==> config.mk <==
export PLATFORM = sky130hd
export DESIGN_NAME = regfile_sb
export DESIGN_NICKNAME = d
export VERILOG_FILES = /design/src/rtl/regfile_sb.sv
export SDC_FILE = /design/constraint.sdc
export NUM_CORES = 1
export LEC_CHECK = 0
export CORE_UTILIZATION = 54
export DETAILED_ROUTE_END_ITERATION = 16
export PLACE_DENSITY = 0.88
export SLEW_MARGIN = 40
export SYNTH_ARGS = -nofsm -noshare
export SYNTH_HDL_FRONTEND = slang
export SYNTH_SLANG_ARGS = --single-unit
==> constraint.sdc <==
create_clock -name clk -period 3.6 [get_ports clk]
set_input_delay 0.72 -clock clk [delete_from_list [all_inputs] [get_ports clk]]
set_output_delay 0.72 -clock clk [all_outputs]
set_load 0.03 [all_outputs]
==> src/rtl/regfile_sb.sv <==
// Register file with a per-register pending-write scoreboard, hazard detection and a sticky stray-writeback flag.
// Optional feature: define REGFILE_BYPASS_EN to forward writeback data to the read ports and hide pending-under-writeback.
module regfile_sb #(
    parameter int DATA_W   = 8,
    parameter int ADDR_W   = 2,
    parameter int ZERO_REG = 0
) (
    input  logic                     clk,
    input  logic                     rst,
    input  logic [ADDR_W-1:0]        rd1_addr,
    input  logic [ADDR_W-1:0]        rd2_addr,
    input  logic                     rd1_en,
    input  logic                     rd2_en,
    output logic [DATA_W-1:0]        rd1_data,
    output logic [DATA_W-1:0]        rd2_data,
    input  logic                     iss_vld,
    input  logic [ADDR_W-1:0]        iss_addr,
    input  logic                     wb_we,
    input  logic [ADDR_W-1:0]        wb_addr,
    input  logic [DATA_W-1:0]        wb_data,
    output logic                     hazard,
    output logic [(1<<ADDR_W)-1:0]   busy,
    output logic [ADDR_W:0]          pend_cnt,
    output logic                     wb_err
);

    localparam int NREG = 1 << ADDR_W;

    logic [DATA_W-1:0] r_regs [NREG];
    logic [NREG-1:0]   r_busy;
    logic [ADDR_W:0]   r_pend_cnt;
    logic              r_wb_err;

    logic [NREG-1:0]   w_busy_nxt;
    logic              w_wb_eff;
    logic              w_iss_acc;
    logic              w_err_set;
    logic              w_pend1;
    logic              w_pend2;
    logic              w_pend_iss;

    function automatic logic is_zero_reg(input logic [ADDR_W-1:0] a);
        return (ZERO_REG != 0) && (a == '0);
    endfunction

    function automatic logic [ADDR_W:0] popcount(input logic [NREG-1:0] v);
        logic [ADDR_W:0] c;
        c = '0;
        for (int i = 0; i < NREG; i++) begin
            c = c + (ADDR_W+1)'(v[i]);
        end
        return c;
    endfunction

    // Pending view used by the hazard check; with bypass a register being written back this cycle is already resolved.
    always_comb begin
        w_pend1    = r_busy[rd1_addr];
        w_pend2    = r_busy[rd2_addr];
        w_pend_iss = r_busy[iss_addr];
`ifdef REGFILE_BYPASS_EN
        if (wb_we && (wb_addr == rd1_addr)) w_pend1    = 1'b0;
        if (wb_we && (wb_addr == rd2_addr)) w_pend2    = 1'b0;
        if (wb_we && (wb_addr == iss_addr)) w_pend_iss = 1'b0;
`endif
    end

    assign hazard    = (rd1_en & w_pend1) | (rd2_en & w_pend2) | (iss_vld & w_pend_iss);
    assign w_wb_eff  = wb_we & ~is_zero_reg(wb_addr);
    assign w_iss_acc = iss_vld & ~hazard & ~is_zero_reg(iss_addr);

    // A writeback paired with a same-cycle accepted issue of that register is expected traffic, not a stray write.
    assign w_err_set = w_wb_eff & ~r_busy[wb_addr] & ~(w_iss_acc & (iss_addr == wb_addr));

    always_comb begin
        w_busy_nxt = r_busy;
        if (w_wb_eff)  w_busy_nxt[wb_addr]  = 1'b0;
        if (w_iss_acc) w_busy_nxt[iss_addr] = 1'b1;
    end

    always_comb begin
        rd1_data = r_regs[rd1_addr];
        rd2_data = r_regs[rd2_addr];
`ifdef REGFILE_BYPASS_EN
        if (w_wb_eff && (wb_addr == rd1_addr)) rd1_data = wb_data;
        if (w_wb_eff && (wb_addr == rd2_addr)) rd2_data = wb_data;
`endif
        if (is_zero_reg(rd1_addr)) rd1_data = '0;
        if (is_zero_reg(rd2_addr)) rd2_data = '0;
    end

    always_ff @(posedge clk or negedge rst) begin
        if (!rst) begin
            for (int i = 0; i < NREG; i++) begin
                r_regs[i] <= '0;
            end
        end else if (w_wb_eff) begin
            r_regs[wb_addr] <= wb_data;
        end
    end

    always_ff @(posedge clk or negedge rst) begin
        if (!rst) begin
            r_busy     <= '0;
            r_pend_cnt <= '0;
            r_wb_err   <= 1'b0;
        end else begin
            r_busy     <= w_busy_nxt;
            r_pend_cnt <= popcount(w_busy_nxt);
            if (w_err_set) r_wb_err <= 1'b1;
        end
    end

    assign busy     = r_busy;
    assign pend_cnt = r_pend_cnt;
    assign wb_err   = r_wb_err;

endmodule

; Yosys cells after proc, flatten, opt, wreduce, memory -nomap -nowiden
; Index checks and enable logic that the tools add are counted.
[word_totals]
regBits = 40
latch_bits = 0
ram_bits = 0
rom_bits = 0
input_bits = 22
out_inout_bits = 25
word_cells = 65
mem_count = 0
[classes]
addsub = 3
n_mul = 0
div = 0
n_lt_le_gt_ge = 10
eq_ne = 1
shifts = 0
mux = 23
n_bitwise = 18
n_reduce_logical = 3
[op_table]
columns = operator, count
row1 = $mux 8, 5
row2 = $bmux 8 s2, 2
row3 = $bwmux 32, 1
row4 = $demux 8 s2, 1
row5 = $lt 2x3->1 const B, 4
row6 = $ge 3x3->1 const B, 3
row7 = $not 2->3, 3
row8 = $bmux 1 s2, 4
row9 = $mux 4, 2
row10 = $and 1x1->1, 7
row11 = $mux 1, 6
row12 = $and 4x4->4, 1
row13 = $demux 1 s2, 2
row14 = $ge 2x1->1 const B, 2
row15 = $not 4->4, 1
row16 = $or 4x4->4, 1
row17 = $add 2x1->3, 1
row18 = $add 3x1->3, 1
row19 = $logic_and 1x1->1, 3
row20 = $lt 3x1->1 const B, 1
row21 = $not 1->1, 3
row22 = $add 1x1->2, 1
row23 = $eq 2x2->1, 1
row24 = $or 1x1->1, 2

; Logic depth before layout (Yosys ltp)
[logic_depth]
word_depth = 12
ltp_mapped = 8
mapped_depth_nobuf = 7

; Least setup slack after synthesis
; OpenSTA, ideal clock, no wires.
[synth_timing]
path_type = input-to-reg
start = input rd1_addr[1]
end = register r_pend_cnt[1], in the netlist pend_cnt[1]
arrival_ps = 2545
required_ps = 3474
slack_ps = 929
path_stages = 7
path_cell_list = clkbuf_1 > o32ai_1 > nor2_2 > a41o_1 > fa_1 > ha_1 > ha_1
[synth_via]
elab_chain_cells = 11
[synth_rtl]
columns = element, line
row1 = start: declaration, 10  ; input logic [ADDR_W-1:0] rd1_addr,
row2 = $bmux 1 s2, 57  ; w_pend1 = r_busy[rd1_addr];
row3 = $mux 1 (implied by the code), 57
row4 = $and 1x1->1, 67  ; assign hazard = (rd1_en & w_pend1) | (rd2_en & w_pend2) | (iss_vld & w_pend_iss);
row5 = $or 1x1->1 (2 in a row), 67
row6 = $not 1->1, 69  ; assign w_iss_acc = iss_vld & ~hazard & ~is_zero_reg(iss_addr);
row7 = $and 1x1->1, 69
row8 = $mux 4, 77  ; if (w_iss_acc) w_busy_nxt[iss_addr] = 1'b1;
row9 = named net w_busy_nxt[0], 34  ; logic [NREG-1:0] w_busy_nxt;
row10 = $add 1x1->2, 50  ; c = c + (ADDR_W+1)'(v[i]);
row11 = $add 2x1->3, 50
row12 = $add 3x1->3, 50
row13 = end signal: assignment, 108  ; r_pend_cnt <= popcount(w_busy_nxt);
row14 = end: declaration, 31  ; logic [ADDR_W:0] r_pend_cnt;
; The timed path passes the listed nets, and every way through them passes these cells. The select of a mux whose other input is x is not followed.
; A chain may end at the register's enable or synchronous reset.

; Worst setup path in the final report
[layout_timing]
start = input rd1_addr[0]
end = output rd1_data[6]
[layout_via]
elab_chain_cells = 4
[layout_rtl]
columns = element, line
row1 = $not 2->3 (implied by the code), 81  ; rd1_data = r_regs[rd1_addr];
row2 = $bmux 8 s2, 81
row3 = $mux 8 (implied by the code) (2 in a row), 81
row4 = end: declaration, 14  ; output logic [DATA_W-1:0] rd1_data,
; No other way between the ends. The select of a mux whose other input is x is not followed.

==> results.py <==
metrics = {
    "outcome": {
        "run_status": "finished clean",
    },
    "synth": {
        "ys_warn_count": 0,
        "ys_seq_elements": 40,
        "synth_top_area_share_pct": 47.45,
        "synth_most_common_cell": "dfrtp_1",
        "syn-num-nets": 157,
        "ys_seq_area_share_pct": 47.45,
        "async_reset_ff_share_pct": 100.0,
        "synth_area_mm2": 0.002110,
        "ys.flop_type": "dfrtp_1",
        "netlist_top_cells_count": "40 x dfrtp_1, 32 x mux2_2, 16 x mux4_2",
        "yosysTopAreaCell": "dfrtp_1",
        "syn_avg_cell_area_um2": 15.98,
        "synth_edf_count": 0,
        "synth_area_leaders": "dfrtp_1 47%, mux2_2 17%, mux4_2 17%, mux4_1 2.5%, mux2i_1 1.9%",
        "synthCells": 132,
        "yosys.cell_types.count": 27,
    },
    "clocking": {
        "cts_max_path_buffers": 2,
        "post_cts_buffers": 0,
        "clock_latency_ns": 0.28,
        "clk_pin_slew_worst_paths_ns": 0.07,
        "htree_levels": 2,
        "numCtsBuffers": 5,
        "cts_root_buf": "clkbuf_8",
        "ctsResizeCount": 0,
        "cts_hold_buffers": 0,
        "cts_sinks": 40,
        "cts_tree": "yes",
    },
    "grt": {
        "grt_pass1_wl_mm": 7.845,
        "grt-ovfl-total": 0,
        "grt_usage_pct": 25.73,
        "grt_pass1_vias": 1587,
        "grt_max_degree": 24,
        "antenna_found_initial": 0,
    },
    "route": {
        "routed_via_density": 6.026,
        "drt_iter0_markers": 101,
        "wl_per_cell_um": 19.66,
        "wirelength_mm": 4.621,
        "vias": 1416,
        "drc": 0,
        "firstDrtPassIters": 4,
        "antenna_left": 0,
    },
    "finish": {
        "nFillCells": 239,
        "fin_nets": 212,
        "drive_above_1_share_pct": 36.90,
        "finalNonFillerCells": 235,
        "n_antenna_cell": 0,
        "stdcell_area_mm2": 0.002744,
        "areaGrowthSynthToFinish_pct": 30.07,
        "post-route-util_pct": 73.84,
    },
    "timing": {
        "fin_ws_ns": 0.2818,
        "fin_crit_sh_pct": 92.17,
        "final_max_slew_viol_count": 0,
        "setup_tns_ns": 0,
        "rsz0062_at_grt": "no",
        "max_freq_ghz": 0.3014,
        "fin_crit_ns": 3.318,
        "worst_slew_pin_slew_ns": 0.5909,
        "setup_violations": 0,
        "finClkSkew_ns": 0.003599,
        "hold_violations": 0,
        "max-slew-margin-rel_pct": 60.60,
    },
    "placed_design": {
        "dpl_cell_area_mm2": 0.002663,
        "dp_cells": 228,
        "place.gp.congestion": 0.8908,
        "dpl_worst_slack_ns": 0.2661,
        "portBuffers": 46,
        "dp_hpwl_mm": 3.441,
    },
    "floorplanning": {
        "start_util_pct": 56.77,
        "io_pins": 47,
        "core_area_mm2": 0.003716,
        "row_count": 22,
        "die_w_um": 64.50,
        "die_y_um": 64.50,
        "die-area_mm2": 0.004160,
    },
    "flow_run": {
        "drv_cap": 0,
    },
    "critical_path": {
        "r2r_slack_ns": 1.22,
        "cp-start-kind": "primary input",
        "path_class": "primary input to output pin",
        "cp.required_ns": 2.88,
        "path_max_fanout": 10,
        "cp-end-kind": "output pin",
        "arrival_ns": 2.60,
    },
    "power_and_ir_drop": {
        "leakage_nw": 1.141,
        "worst_ir_drop_vdd_v": 0.0003893,
        "power_density_mw_per_mm2": 569.2,
    },
    "hold_path": {
        "hold_path_class": "primary input to async pin",
    },
}
## final cells by class
| type | count | area [um^2] | share of cell area, % |
|---|---|---|---|
| multi-input cells | 82 | 1054 | 38.39 |
| flip-flops and latches | 40 | 1001 | 36.48 |
| well taps | 48 | 60.06 | 2.189 |
| inverters | 4 | 15.01 | 0.5472 |
| clock inverters | 2 | 12.51 | 0.4560 |
| repair buffers | 54 | 533.0 | 19.43 |
| clock buffers | 5 | 68.82 | 2.508 |
## cell families (layout without fill, tap and decap cells)
logic type      count (synthesis)  count (layout)  synth area share (%)
xor+xnor                        2               2                0.8305
simple gates                   15              15                 5.338
compound gates                  8               8                 3.085
fa+ha+maj                       3               3                 2.135
buf+inv                        10              65                 2.610
flops                          40              40                 47.45
mux                            54              54                 38.55
## layer usage
layer / vias up / share of wire [%] / routed length, um / GRT usage [%]
met5: - / 0 / 0 / 0
li1: 624 / - / - / -
met1: 736 / 42 / 1920 / 32.12
met3: 8 / 4.6 / 213 / 4.401
met2: 48 / 52 / 2419 / 45.13
met4: 0 / 1.5 / 68 / 8.889
## where the power goes
| part | switching (mW) | internal (mW) | leakage [nW] |
|---|---|---|---|
| clock | 0.148 | 0.131 | 0.0400 |
| combinational | 0.317 | 0.330 | 0.625 |
| sequential | 0.0866 | 0.549 | 0.475 |
## per-stage QoR
step,power [mW],hold slack [ns]
after detailed placement,1.291,0.5165
after floorplan,1.028,0.4244
after CTS,1.573,0.4419
final,1.562,0.4315
after global placement,1.256,0.4989
after global routing,1.646,0.4623
## final timing paths
path,depth (start not counted),from,to
max,4,rd1_addr[0],rd1_data[6]
min,1,rst,r_regs[29]
max reg2reg,7,busy[1],pend_cnt[1]
min reg2reg,1,r_regs[23],r_regs[23]
max in group asynchronous,2,rst,busy[1]
min in group clk,1,r_regs[23],r_regs[23]
## flip-flops by register name (all words and copies together), names as in the netlist
register,count
wb_err,1
pend_cnt,3
busy,4
r_regs,32
## placed cells by master (no fill, tap or decap)
cell             count
mux4_1               2
nand2_1              4
mux2_2              32
buf_16               1
a41o_1               1
clkinv_2             1
nor2_1               2
buf_4                8
dfrtp_1             40
mux4_2              16
a31oi_1              1
nor4bb_1             1
buf_2                1
clkdlybuf4s50_1     44
nand3b_1             2
mux2i_1              4
inv_1                4
clkinvlp_4           1
xor2_1               2
fa_1                 1
and4bb_2             1
o32ai_1              2
clkbuf_8             5
and4b_1              1
a22o_1               3
nor3b_4              1
ha_1                 2
nor4_2               1
a21oi_1              1
nor2_2               1
nand3_1              1
## critical path, stage by stage
cell	delay, ns
clkdlybuf4s50_1	0.46
buf_4	0.23
mux4_1	0.58
clkdlybuf4s50_1	0.61
Note: power is estimated with default switching activity, not from simulation.
